`config.mk`:
```
export PLATFORM = sky130hd
export DESIGN_NAME = fetch_sequencer
export DESIGN_NICKNAME = d
export VERILOG_FILES = /design/src/rtl/ifu_pkg.sv /design/src/rtl/ifid_pipe_reg.sv /design/src/rtl/fetch_sequencer.sv
export SDC_FILE = /design/constraint.sdc
export NUM_CORES = 1
export LEC_CHECK = 0
export CAP_MARGIN = 20
export CORE_UTILIZATION = 45
export DETAILED_ROUTE_END_ITERATION = 8
export HOLD_SLACK_MARGIN = 0.03
export PLACE_DENSITY = 0.8
export SYNTH_ARGS = -nofsm -noshare
export SYNTH_HDL_FRONTEND = slang
export SYNTH_SLANG_ARGS = --single-unit
```
`constraint.sdc`:
```
create_clock -name Clk -period 4.06 [get_ports Clk]
set_input_delay 1.218 -clock Clk [delete_from_list [all_inputs] [get_ports Clk]]
set_output_delay 1.218 -clock Clk [all_outputs]
set_load 0.05 [all_outputs]
```
`src/rtl/ifu_pkg.sv`:
```
// Shared definitions for the instruction fetch unit: FSM state encoding,
// PC increment and the default reset PC.
package ifu_pkg;

  localparam logic [1:0] ST_BOOT  = 2'd0;
  localparam logic [1:0] ST_FETCH = 2'd1;
  localparam logic [1:0] ST_STALL = 2'd2;
  localparam logic [1:0] ST_HALT  = 2'd3;

  typedef enum logic [1:0] {
    BOOT  = ST_BOOT,
    FETCH = ST_FETCH,
    STALL = ST_STALL,
    HALT  = ST_HALT
  } fetch_state_e;

  localparam int unsigned PC_INC = 4;
  localparam logic [31:0] RESET_PC_DEFAULT = 32'h0000_0000;

endpackage

```
`src/rtl/ifid_pipe_reg.sv`:
```
// IF/ID holding register with valid/ready handshake and flush; keeps the
// instruction word and its PC+4 until decode accepts it.
module ifid_pipe_reg #(
  parameter int ADDR_W = 32,
  parameter int DATA_W = 32
) (
  input  logic              clk,
  input  logic              reset,
  input  logic              flush,
  input  logic              capture,
  input  logic              ready,
  input  logic [DATA_W-1:0] instr_d,
  input  logic [ADDR_W-1:0] pc4_d,
  output logic [DATA_W-1:0] instr_q,
  output logic [ADDR_W-1:0] pc4_q,
  output logic              valid_q
);

  // NOTE: state registers use non-blocking assignments so every flop samples pre-edge values.
  always_ff @(posedge clk or posedge reset) begin
    if (reset) begin
      instr_q <= '0;
      pc4_q   <= '0;
      valid_q <= 1'b0;
    end else if (flush) begin
      valid_q <= 1'b0;
    end else if (capture) begin
      instr_q <= instr_d;
      pc4_q   <= pc4_d;
      valid_q <= 1'b1;
    end else if (valid_q && ready) begin
      valid_q <= 1'b0;
    end
  end

endmodule

```
`src/rtl/fetch_sequencer.sv`:
```
// Fetch sequencer: PC register and fetch FSM feeding the IF/ID register.
// Optional performance counters are enabled with `define IFU_PERF_CNT_EN.
module fetch_sequencer
  import ifu_pkg::*;
#(
  parameter int                ADDR_W   = 32,
  parameter int                DATA_W   = 32,
  parameter logic [ADDR_W-1:0] RESET_PC = ADDR_W'(RESET_PC_DEFAULT)
) (
  input  logic              Clk,
  input  logic              Reset,
  output logic [ADDR_W-1:0] Address,
  input  logic [DATA_W-1:0] Instruction,
  output logic [DATA_W-1:0] InstrOut,
  output logic [ADDR_W-1:0] PCPlus4Out,
  output logic              Valid,
  input  logic              Ready,
  input  logic              Redirect,
  input  logic [ADDR_W-1:0] Target,
  input  logic              Halt,
  output logic              Halted
`ifdef IFU_PERF_CNT_EN
  ,
  output logic [31:0]       FetchCount,
  output logic [31:0]       StallCount
`endif
);

  fetch_state_e      state_q, state_d;
  logic [ADDR_W-1:0] pc_q, pc_d;
  logic [ADDR_W-1:0] pc_inc;
  logic [ADDR_W-1:0] target_aligned;
  logic              load;
  logic              capture;

  assign pc_inc         = pc_q + ADDR_W'(PC_INC);
  assign target_aligned = Target & ~ADDR_W'(3);
  assign load           = !Valid || Ready;
  assign Address        = pc_q;
  assign Halted         = (state_q == HALT);

  always_ff @(posedge Clk or posedge Reset) begin
    if (Reset) begin
      state_q <= BOOT;
      pc_q    <= RESET_PC;
    end else begin
      state_q <= state_d;
      pc_q    <= pc_d;
    end
  end

  // NOTE: every output of this block gets a default first so no latch is inferred.
  always_comb begin
    state_d = state_q;
    pc_d    = pc_q;
    capture = 1'b0;
    if (Redirect) begin
      pc_d    = target_aligned;
      state_d = FETCH;
    end else begin
      case (state_q)
        BOOT:  state_d = FETCH;
        FETCH,
        STALL: begin
          if (Halt) begin
            state_d = HALT;
          end else if (load) begin
            capture = 1'b1;
            pc_d    = pc_inc;
            state_d = FETCH;
          end else begin
            state_d = STALL;
          end
        end
        HALT:    state_d = HALT;
        default: state_d = BOOT;
      endcase
    end
  end

  // A redirect flushes the held word, so a simultaneous Ready is not a transfer.
  ifid_pipe_reg #(
    .ADDR_W (ADDR_W),
    .DATA_W (DATA_W)
  ) u_ifid (
    .clk     (Clk),
    .reset   (Reset),
    .flush   (Redirect),
    .capture (capture),
    .ready   (Ready),
    .instr_d (Instruction),
    .pc4_d   (pc_inc),
    .instr_q (InstrOut),
    .pc4_q   (PCPlus4Out),
    .valid_q (Valid)
  );

`ifdef IFU_PERF_CNT_EN
  always_ff @(posedge Clk or posedge Reset) begin
    if (Reset) begin
      FetchCount <= '0;
      StallCount <= '0;
    end else begin
      if (Valid && Ready && !Redirect) FetchCount <= FetchCount + 32'd1;
      if (Valid && !Ready)             StallCount <= StallCount + 32'd1;
    end
  end
`endif

endmodule

```
# Word level (Yosys, flattened, before mapping)
# Index checks and enable logic that the tools add are counted.
# word_totals
register_bits	99
input_bits	69
out_inout_bits	98
word_cells	36
# classes
addsub	1
n_eq_ne	4
mux	15
n_bitwise	1
n_reduce_logical	10
# op_table
op	n
32-bit two-way mux	4
32-bit by 3-bit adder with 32-bit output (second input constant)	1
1-bit two-way mux	7
2-bit two-way mux	3
2-bit case mux with 3 select lines	1
2-bit == test (second input constant)	2
2-bit nonzero test	2
3-bit AND reduction	1
3-bit nonzero test	1
2-bit by 1-bit == test with 1-bit output (second input constant)	1
2-bit logical NOT	1
2-bit != test (second input constant)	1
2-bit AND reduction	1
2-bit OR reduction	1
1-bit logical AND	1
1-bit logical NOT	1
1-bit logical OR	1
1-bit NOT	1

# Depth between registers and ports, before layout
# Gate-level depths: netlist (run 1).
# logic_depth
word_depth	8
ltp_mapped	8
ltp_nobuf	7

# By module
# A second synthesis (run 1) with hierarchy kept.
# hier_totals
cells_unflattened	453
hier_area_um2	5278.8
# modules_own_cells
mod	instances	cells_each	area_per_inst_um2	seq_area_each_um2
ifid_pipe_reg	1	141	2745.1	1626.6
fetch_sequencer	1	312	2533.7	800.8

# Worst setup path before layout (run 1)
# OpenSTA, ideal clock, no wires.
# synth_timing
path_type	input to register
start	input port Halt
end	register pc_q[27] (netlist: Address[27])
setup_ns	0.083
t_arrival_ns	2.306
t_required_ns	3.977
slack_ns	1.671
stages	6
path_cell_list	nand2b_1 > nor2_1 > clkbuf_1 > nand4_1 > xor2_1 > o21ai_0
# synth_via
elab_chain_len	2
# synth_rtl
item	line_no	rtl
from (decl)	fetch_sequencer.sv:20	input logic Halt,
2-bit != test (no line)	-	
3-bit AND reduction (no line)	-	
to (signal assigned)	fetch_sequencer.sv:48	pc_q <= pc_d;
to (decl)	fetch_sequencer.sv:30	logic [ADDR_W-1:0] pc_q, pc_d;
# No other way between the ends.
# A chain may end at the register's enable or synchronous reset.

# Final worst setup path (run 1)
# layout_timing
start	register pc_q[9] (netlist: Address[9])
end	output port Address[9]
# layout_rtl
item	line_no	rtl
to (decl)	fetch_sequencer.sv:12	output logic [ADDR_W-1:0] Address,
# No word-level cell between the ends.

==> results of run 1 <==
## through the flow
| stage | cell area (um2) | setup slack (ns) | hold WS [ns] |
|---|---|---|---|
| final | 6550 | 0.959 | 0.481 |
| after global routing | 6550 | 0.874 | 0.508 |
| after CTS | 6550 | 0.943 | 0.487 |
| after detailed placement | 6350 | 0.678 | 0.464 |
| after global placement | 6350 | 0.713 | 0.456 |
| after floorplan | 4690 | 0.365 | 0.642 |
## worst max-delay path by stage
stage	from	endpoint	slack, ns	depth (start not counted)
after floorplan	Reset	Address[10]	0.36	1
final	Address[9]	Address[9]	0.96	1
after global routing	Address[9]	Address[9]	0.87	1
after detailed placement	Halt	u_ifid.pc4_q[2]	0.68	6
after CTS	Address[9]	Address[9]	0.94	1
after global placement	Halt	u_ifid.pc4_q[2]	0.71	6
## area by class of cell
type	instances	area (um2)
tap	133	166
inverter	6	25.0
clock inverter	6	68.8
clock buffer	10	138
timing repair buffer	168	1660
sequential	95	2380
multi-input combinational	386	2120
fill	819	3360
## report_power, final
group / total [W] / leakage [nW] / switching (W) / internal [W]
Clock: 0.000644 / 0.103 / 0.000339 / 0.000305
Combinational: 0.00261 / 1.51 / 0.00177 / 0.000835
Sequential: 0.00150 / 1.18 / 0.000226 / 0.00127
Total: 0.00475 / 2.79 / 0.00234 / 0.00241
## registers in the layout, indices dropped and copies added, names as in the netlist
register and cells:
Address 30, u_ifid.instr_q 32, state_q 2, u_ifid.pc4_q 30
u_ifid.valid_q 1
## logic make-up (layout without fill, tap and decap cells)
| logic type | count (synthesis) | in the layout |
|---|---|---|
| and+or+nand+nor | 258 | 258 |
| DFF | 95 | 95 |
| AOI/OAI and AO/OA | 63 | 63 |
| xor gates and xnor gates | 57 | 57 |
| buffers and inverters | 42 | 190 |
| adders and majority gates | 3 | 3 |
| other | 1 | 4 |
| muxes | 1 | 1 |
## cell usage in the layout, fill, tap and decap left out, types with 2 or more instances in the layout
cell type        netlist  final
nand4_1               14     14
or2_1                  2      2
buf_4                  5      8
nand3_2                7      7
clkbuf_8               0     10
nor3_1                 8      8
o21ai_1               22     22
nand2b_1               2      2
clkinv_4               0      2
nand3_1               19     19
nor2_1                14     13
xor2_1                34     34
inv_1                  6      5
and3_1                 7      7
conb_1                 1      4
xnor2_1               23     23
and4_1                 2      2
nor4_1                 2      2
dfrtp_1               95     95
o21ai_0               35     35
o21ai_2                4      4
nand2_1              170    170
ha_1                   3      3
nor2b_1                2      2
nor4_4                 3      3
clkdlybuf4s50_1        0    159
## routing by layer
metal | up-vias | wire length (um)
met4 | 0 | 147
met1 | 1956 | 5380
li1 | 1983 | -
met2 | 153 | 5950
met5 | - | 0
met3 | 12 | 741
## tightest hold or removal path, cell delays in order (launching register included)
cell and delay [ns]:
dfrtp_1 0.35, nand2_1 0.05, nand2_1 0.06
==> impl_results.md, run 1 <==
* Status: completed
* Measured slew at the worst slew-check pin at 0.924 ns
* Postcts setup bufs at 0
* CP startpoint kind: flip-flop
* Top_reg_cell synth: dfrtp_1
* Crit-path max cell delay at 0.90 ns
* Fmax at 323 MHz
* Worst Hold Class: flip-flop to flip-flop
* CTS Buf Count at 9
* CTS Buffer Depth at 2
* Mapped Cells at 520
* Setup Total Neg Slack at 0 ns
* DRC at 0
* Seq/Total Area, Yosys at 50.8%
* Final #Nets at 738
* Compound-gate portion of the synthesized area at 7.12%
* Antenna Violating Nets Remaining at 0
* Vias at 4,104
* Post_cts resized at 0
* Power Dens Cells at 725 mW/mm2
* Flop2flop setup slack at 1.75 ns
* FF-to-FF Start: Address[2]
* Rel. slew slack at 38.0%
* Antenna Cells at 0
* Worst-path clk slew at 0.10 ns
* Cts hold-fix bufs at 0
* Die W at 104 um
* Top cells by area, synth: dfrtp_1 51%, nand2_1 14%, xor2_1 6.4%
* Max Slew Vio Count at 0
* Adder-Cell Fraction of Synth Area at 0.803%
* Data required, critical path at 2.84 ns
* Clock root cell: clkbuf_8
* Via/cell ratio at 5.10
* Global Route met1 Usage at 30.8%
* Share of cells above drive strength 1 at 6.86%
* Largest family of logic cells by synthesized area: simple AND/OR/NAND/NOR gates
* R2R Path End: u_ifid.pc4_q[28]
* Slowest CP cell: clkdlybuf4s50_1
* CP max FO at 13
* Initial Util at 47.2%
* Die area at 0.0108 mm2
* Met3 usage at 5.01%
* FF+latch count, synth at 95
* Number of hold violations in the final report at 0
* EDFF count, synth at 0
* Clk_skew at 0.00816 ns
* Cell variety after synth at 37
* Hold-critical path depth at 2
* Post-synthesis xor/xnor area fraction at 10.7%
* I/O Pins at 167
* CP Cell Sequence: clkdlybuf4s50_1
* Tmin final at 3.10 ns
* Post-synthesis mux area share at 0.214%
* Met2 usage at 38.5%
* Finished Core Util at 66.1%
* Pleak at 2.79 nW
* Final setup fails at 0
* TritonCTS clock tree: built
* Warnings, synthesis at 0
* Post-DP HPWL at 8.93 mm
* Cell with the most instances after synthesis: nand2_1
* Crit path DAT at 1.88 ns
* Gr usage total at 23.4%
* H-tree Lvls at 3
* RSZ-0062 raised after global routing: no
* Final period utilization at 76.4%
* Area share of the largest cell type after synthesis at 50.8%
* First-pass GRT wire length at 20.1 mm
* Final std cells w/o fill at 804
* Initial drt markers at 192
* Peak VDD IR at 0.482 mV
* CP Class: flip-flop to output port
* Async SR Flop Fraction at 100%
* Port Buffers at 160
* Endpoint, Worst Hold: u_ifid.pc4_q[3]
* Wire per inst at 15.2 um
* Dominant cell type by area after synthesis: dfrtp_1
* Initial antenna violation count at 0
* Post-Syn Area per Cell at 8.99 um2
* HP Start: u_ifid.pc4_q[3]
* Congestion Overflow GR at 0
* Critical path's top delay family: buffers and inverters
* CP Capture Type: output port
* CTS sink count at 95
* Most Crowded Layer GR: met2
* Wirelength, routed at 12.2 mm
* Layout overhead on the synthesized area at 40.2%
* Synth Area in Simple Gates at 26.2%
* Worst-skew pair later-pin latency at 0.36 ns
* Pwr Total at 0.00475 W
* R2R depth at 6
* Chip height at 104 um
* Initial DRT Pass Iterations at 5
* Largest net degree at the start of global routing at 65
* Max cap viols at 0
* WP buf/inv at 1
* Number of global-route vias before repair at 4,003
* RD Place Congestion at 0.841
* Site Rows at 36
* Netlist Area Pre-Place at 0.00468 mm2
* Commonest cells post-synth: 170 x nand2_1, 95 x dfrtp_1, 35 x o21ai_0
* Dpl cells at 788
* Core box area at 0.00991 mm2
No activity file was read; power rests on OpenSTA's default activity.
==> inputs of run 2 (changes only) <==
Clock period 4.06 ns to 3.2 ns, I/O delays scaled along.
==> run 2 against run 1 <==
Compared with the run above:
- cell area grew 0.38%
- final cell count up 0.12%
- routed wire length decreased by 0.31%
- via count shrank 0.46%
- non-clock buffer count rose by 1
- largest power group unchanged
- utilization is 0.25 points higher
- critical endpoint is now Address[10]
==> impl_results.md, run 2 (synthesis gave the netlist of run 1 again) <==
* Cts hold-fix bufs at 0 (unchanged)
* Worst Hold Class: flip-flop to flip-flop
* Worst-skew pair later-pin latency at 0.36 ns (about the same)
* Sw Pwr at 0.00298 W (+28%)
* Rel. slew slack at 45.2% (+7.2 points)
* Data required, critical path at 2.24 ns (-0.60 ns)
* Critical path's top delay family: buffers and inverters
* Via/cell ratio at 5.07 (-0.59%)
* Fillcell total at 782 (-4.5%)
* Max cap viols at 0 (unchanged)
* Pwr Total at 0.00601 W (+27%)
* Die W at 104 um (unchanged)
* I/O Pins at 167 (unchanged)
* CTS Buf Count at 9 (unchanged)
* Share of cells above drive strength 1 at 6.99% (+0.14 points)
* Commonest cells after routing, fill and taps aside: 170 x nand2_1, 159 x clkdlybuf4s50_1, 95 x dfrtp_1
* Reg power frac at 31.6% (about the same)
* Max Slew Vio Count at 0 (unchanged)
* Setup Total Neg Slack at 0 ns (unchanged)
* Site Rows at 36 (unchanged)
* Gr usage total at 23.2% (-0.19 points)
* PnR worst setup slack at 0.451 ns (-0.508 ns)
* Number of hold violations in the final report at 0 (unchanged)
* Worst-path clk slew at 0.09 ns (about the same)
* DP Worst Slack at 0.375 ns (-0.302 ns)
* Internal Power at 0.00303 W (+26%)
* Layout overhead on the synthesized area at 40.7%
* Initial DRT Pass Iterations at 4 (-1)
* Die area at 0.0108 mm2 (unchanged)
* Initial Util at 47.2% (unchanged)
* Number of global-route vias before repair at 4,046 (+1.1%)
* Initial antenna violation count at 0 (unchanged)
* Initial drt markers at 252 (+31%)
* CTS Buffer Depth at 2 (unchanged)
* Crit path DAT at 1.79 ns (-0.09 ns)
* Fmax at 364 MHz
* H-tree Lvls at 3 (unchanged)
* Clock root cell: clkbuf_8
* CP Cell Sequence: clkdlybuf4s50_1
* Wirelength, routed at 12.2 mm (-0.31%)
* Final period utilization at 85.9%
* Tmin final at 2.75 ns
* Port Buffers at 160 (unchanged)
* Slowest CP cell: clkdlybuf4s50_1
* CP Class: flip-flop to output port
* Wire per inst at 15.1 um (-0.43%)
* Core box area at 0.00991 mm2 (unchanged)
* Antenna Cells at 0 (unchanged)
* Final setup fails at 0 (unchanged)
* Final #Nets at 739 (+0.14%)
* Most common cell after layout, fill and taps aside: nand2_1
* Peak VDD IR at 0.529 mV (+9.8%)
* Largest register FFs at 32 (unchanged)
* Crit-path max cell delay at 0.87 ns (-0.03 ns)
* Clk_skew at 0.00500 ns (-0.00316 ns)
* Post_cts resized at 0 (unchanged)
* DRC at 0 (unchanged)
* Largest net degree at the start of global routing at 60 (-7.7%)
* TritonCTS clock tree: built
* Vias at 4,085 (-0.46%)
* Status: completed
* RD Place Congestion at 0.856 (+1.8%)
* Top reg by flops: u_ifid.instr_q
* Post-DP HPWL at 8.92 mm (-0.15%)
* RSZ-0062 raised after global routing: no
* Switching Share at 49.6% (+0.36 points)
* Measured slew at the worst slew-check pin at 0.816 ns (-0.107 ns)
* CTS sink count at 95 (unchanged)
* First-pass GRT wire length at 19.9 mm (-0.82%)
* Congestion Overflow GR at 0 (unchanged)
* Antenna Violating Nets Remaining at 0 (unchanged)
* CP Capture Type: output port
* Postcts setup bufs at 0 (unchanged)
* Power Dens Cells at 914 mW/mm2 (+26%)
* CP max FO at 9 (-4)
* Combinational share of power at 55.1% (+0.2 points)
* Pleak at 2.80 nW (+0.23%)
* CP startpoint kind: flip-flop
* Clk pwr share at 13.3% (-0.3 points)
* Chip height at 104 um (unchanged)
* WP buf/inv at 1 (unchanged)
==> run 2: cell count changes in the layout (fill, tap and decap cells not counted), sizes merged <==
cell and delta:
clkinv +2, inv -2, buf +1, clkbuf -1, clkinvlp +1
==> run 2: cell type report <==
type                       count  area, um2  share of cell area [%]
sequential                    95       2380                    36.1
multi-input combinational    386       2120                    32.3
timing repair buffer         169       1690                    25.7
tap                          133        166                    2.53
clock buffer                   9        124                    1.88
clock inverter                 7       73.8                    1.12
inverter                       6       26.3                   0.399
==> run 2: per-stage QoR <==
stage | cells | cell area (um2) | utilization, % | hold slack, ns
4_1_cts | 805 | 6580 | 66.4 | 0.486
5_1_grt | 805 | 6580 | 66.4 | 0.514
3_5_place_dp | 789 | 6380 | 64.4 | 0.463
2_1_floorplan | 523 | 4690 | - | 0.642
3_3_place_gp | 789 | 6380 | 64.4 | 0.458
6_report | 805 | 6580 | 66.4 | 0.484
==> run 2: power groups by stage <==
stage                     clock [W]  sequential, W  combinational (W)
after floorplan                   0        0.00330           0.000769
after global placement            0        0.00190            0.00327
after detailed placement          0        0.00192            0.00333
after CTS                  0.000810        0.00190            0.00334
after global routing       0.000869        0.00195            0.00349
final                      0.000798        0.00190            0.00332
==> run 2: path summary, 6_finish.rpt <==
kind / start / endpoint / slack [ns] / depth (start not counted)
min in group asynchronous: Reset / u_ifid.instr_q[4] / 1.03 / 2
hold / removal: u_ifid.instr_q[25] / u_ifid.instr_q[25] / 0.48 / 2
setup / recovery: Address[10] / Address[10] / 0.45 / 1
hold reg to reg: u_ifid.instr_q[25] / u_ifid.instr_q[25] / 0.48 / 2
setup reg to reg: Address[2] / u_ifid.pc4_q[24] / 0.89 / 6
max in group asynchronous: Reset / Address[23] / 1.56 / 3
==> run 2: metal layers <==
| layer | GRT usage (%) | vias to the layer above | routed length [um] |
|---|---|---|---|
| met5 | 0 | - | 0 |
| met4 | 7.14 | 0 | 174 |
| met3 | 4.95 | 17 | 610 |
| met2 | 37.6 | 146 | 5770 |
| met1 | 31.2 | 1936 | 5620 |
| li1 | - | 1986 | - |
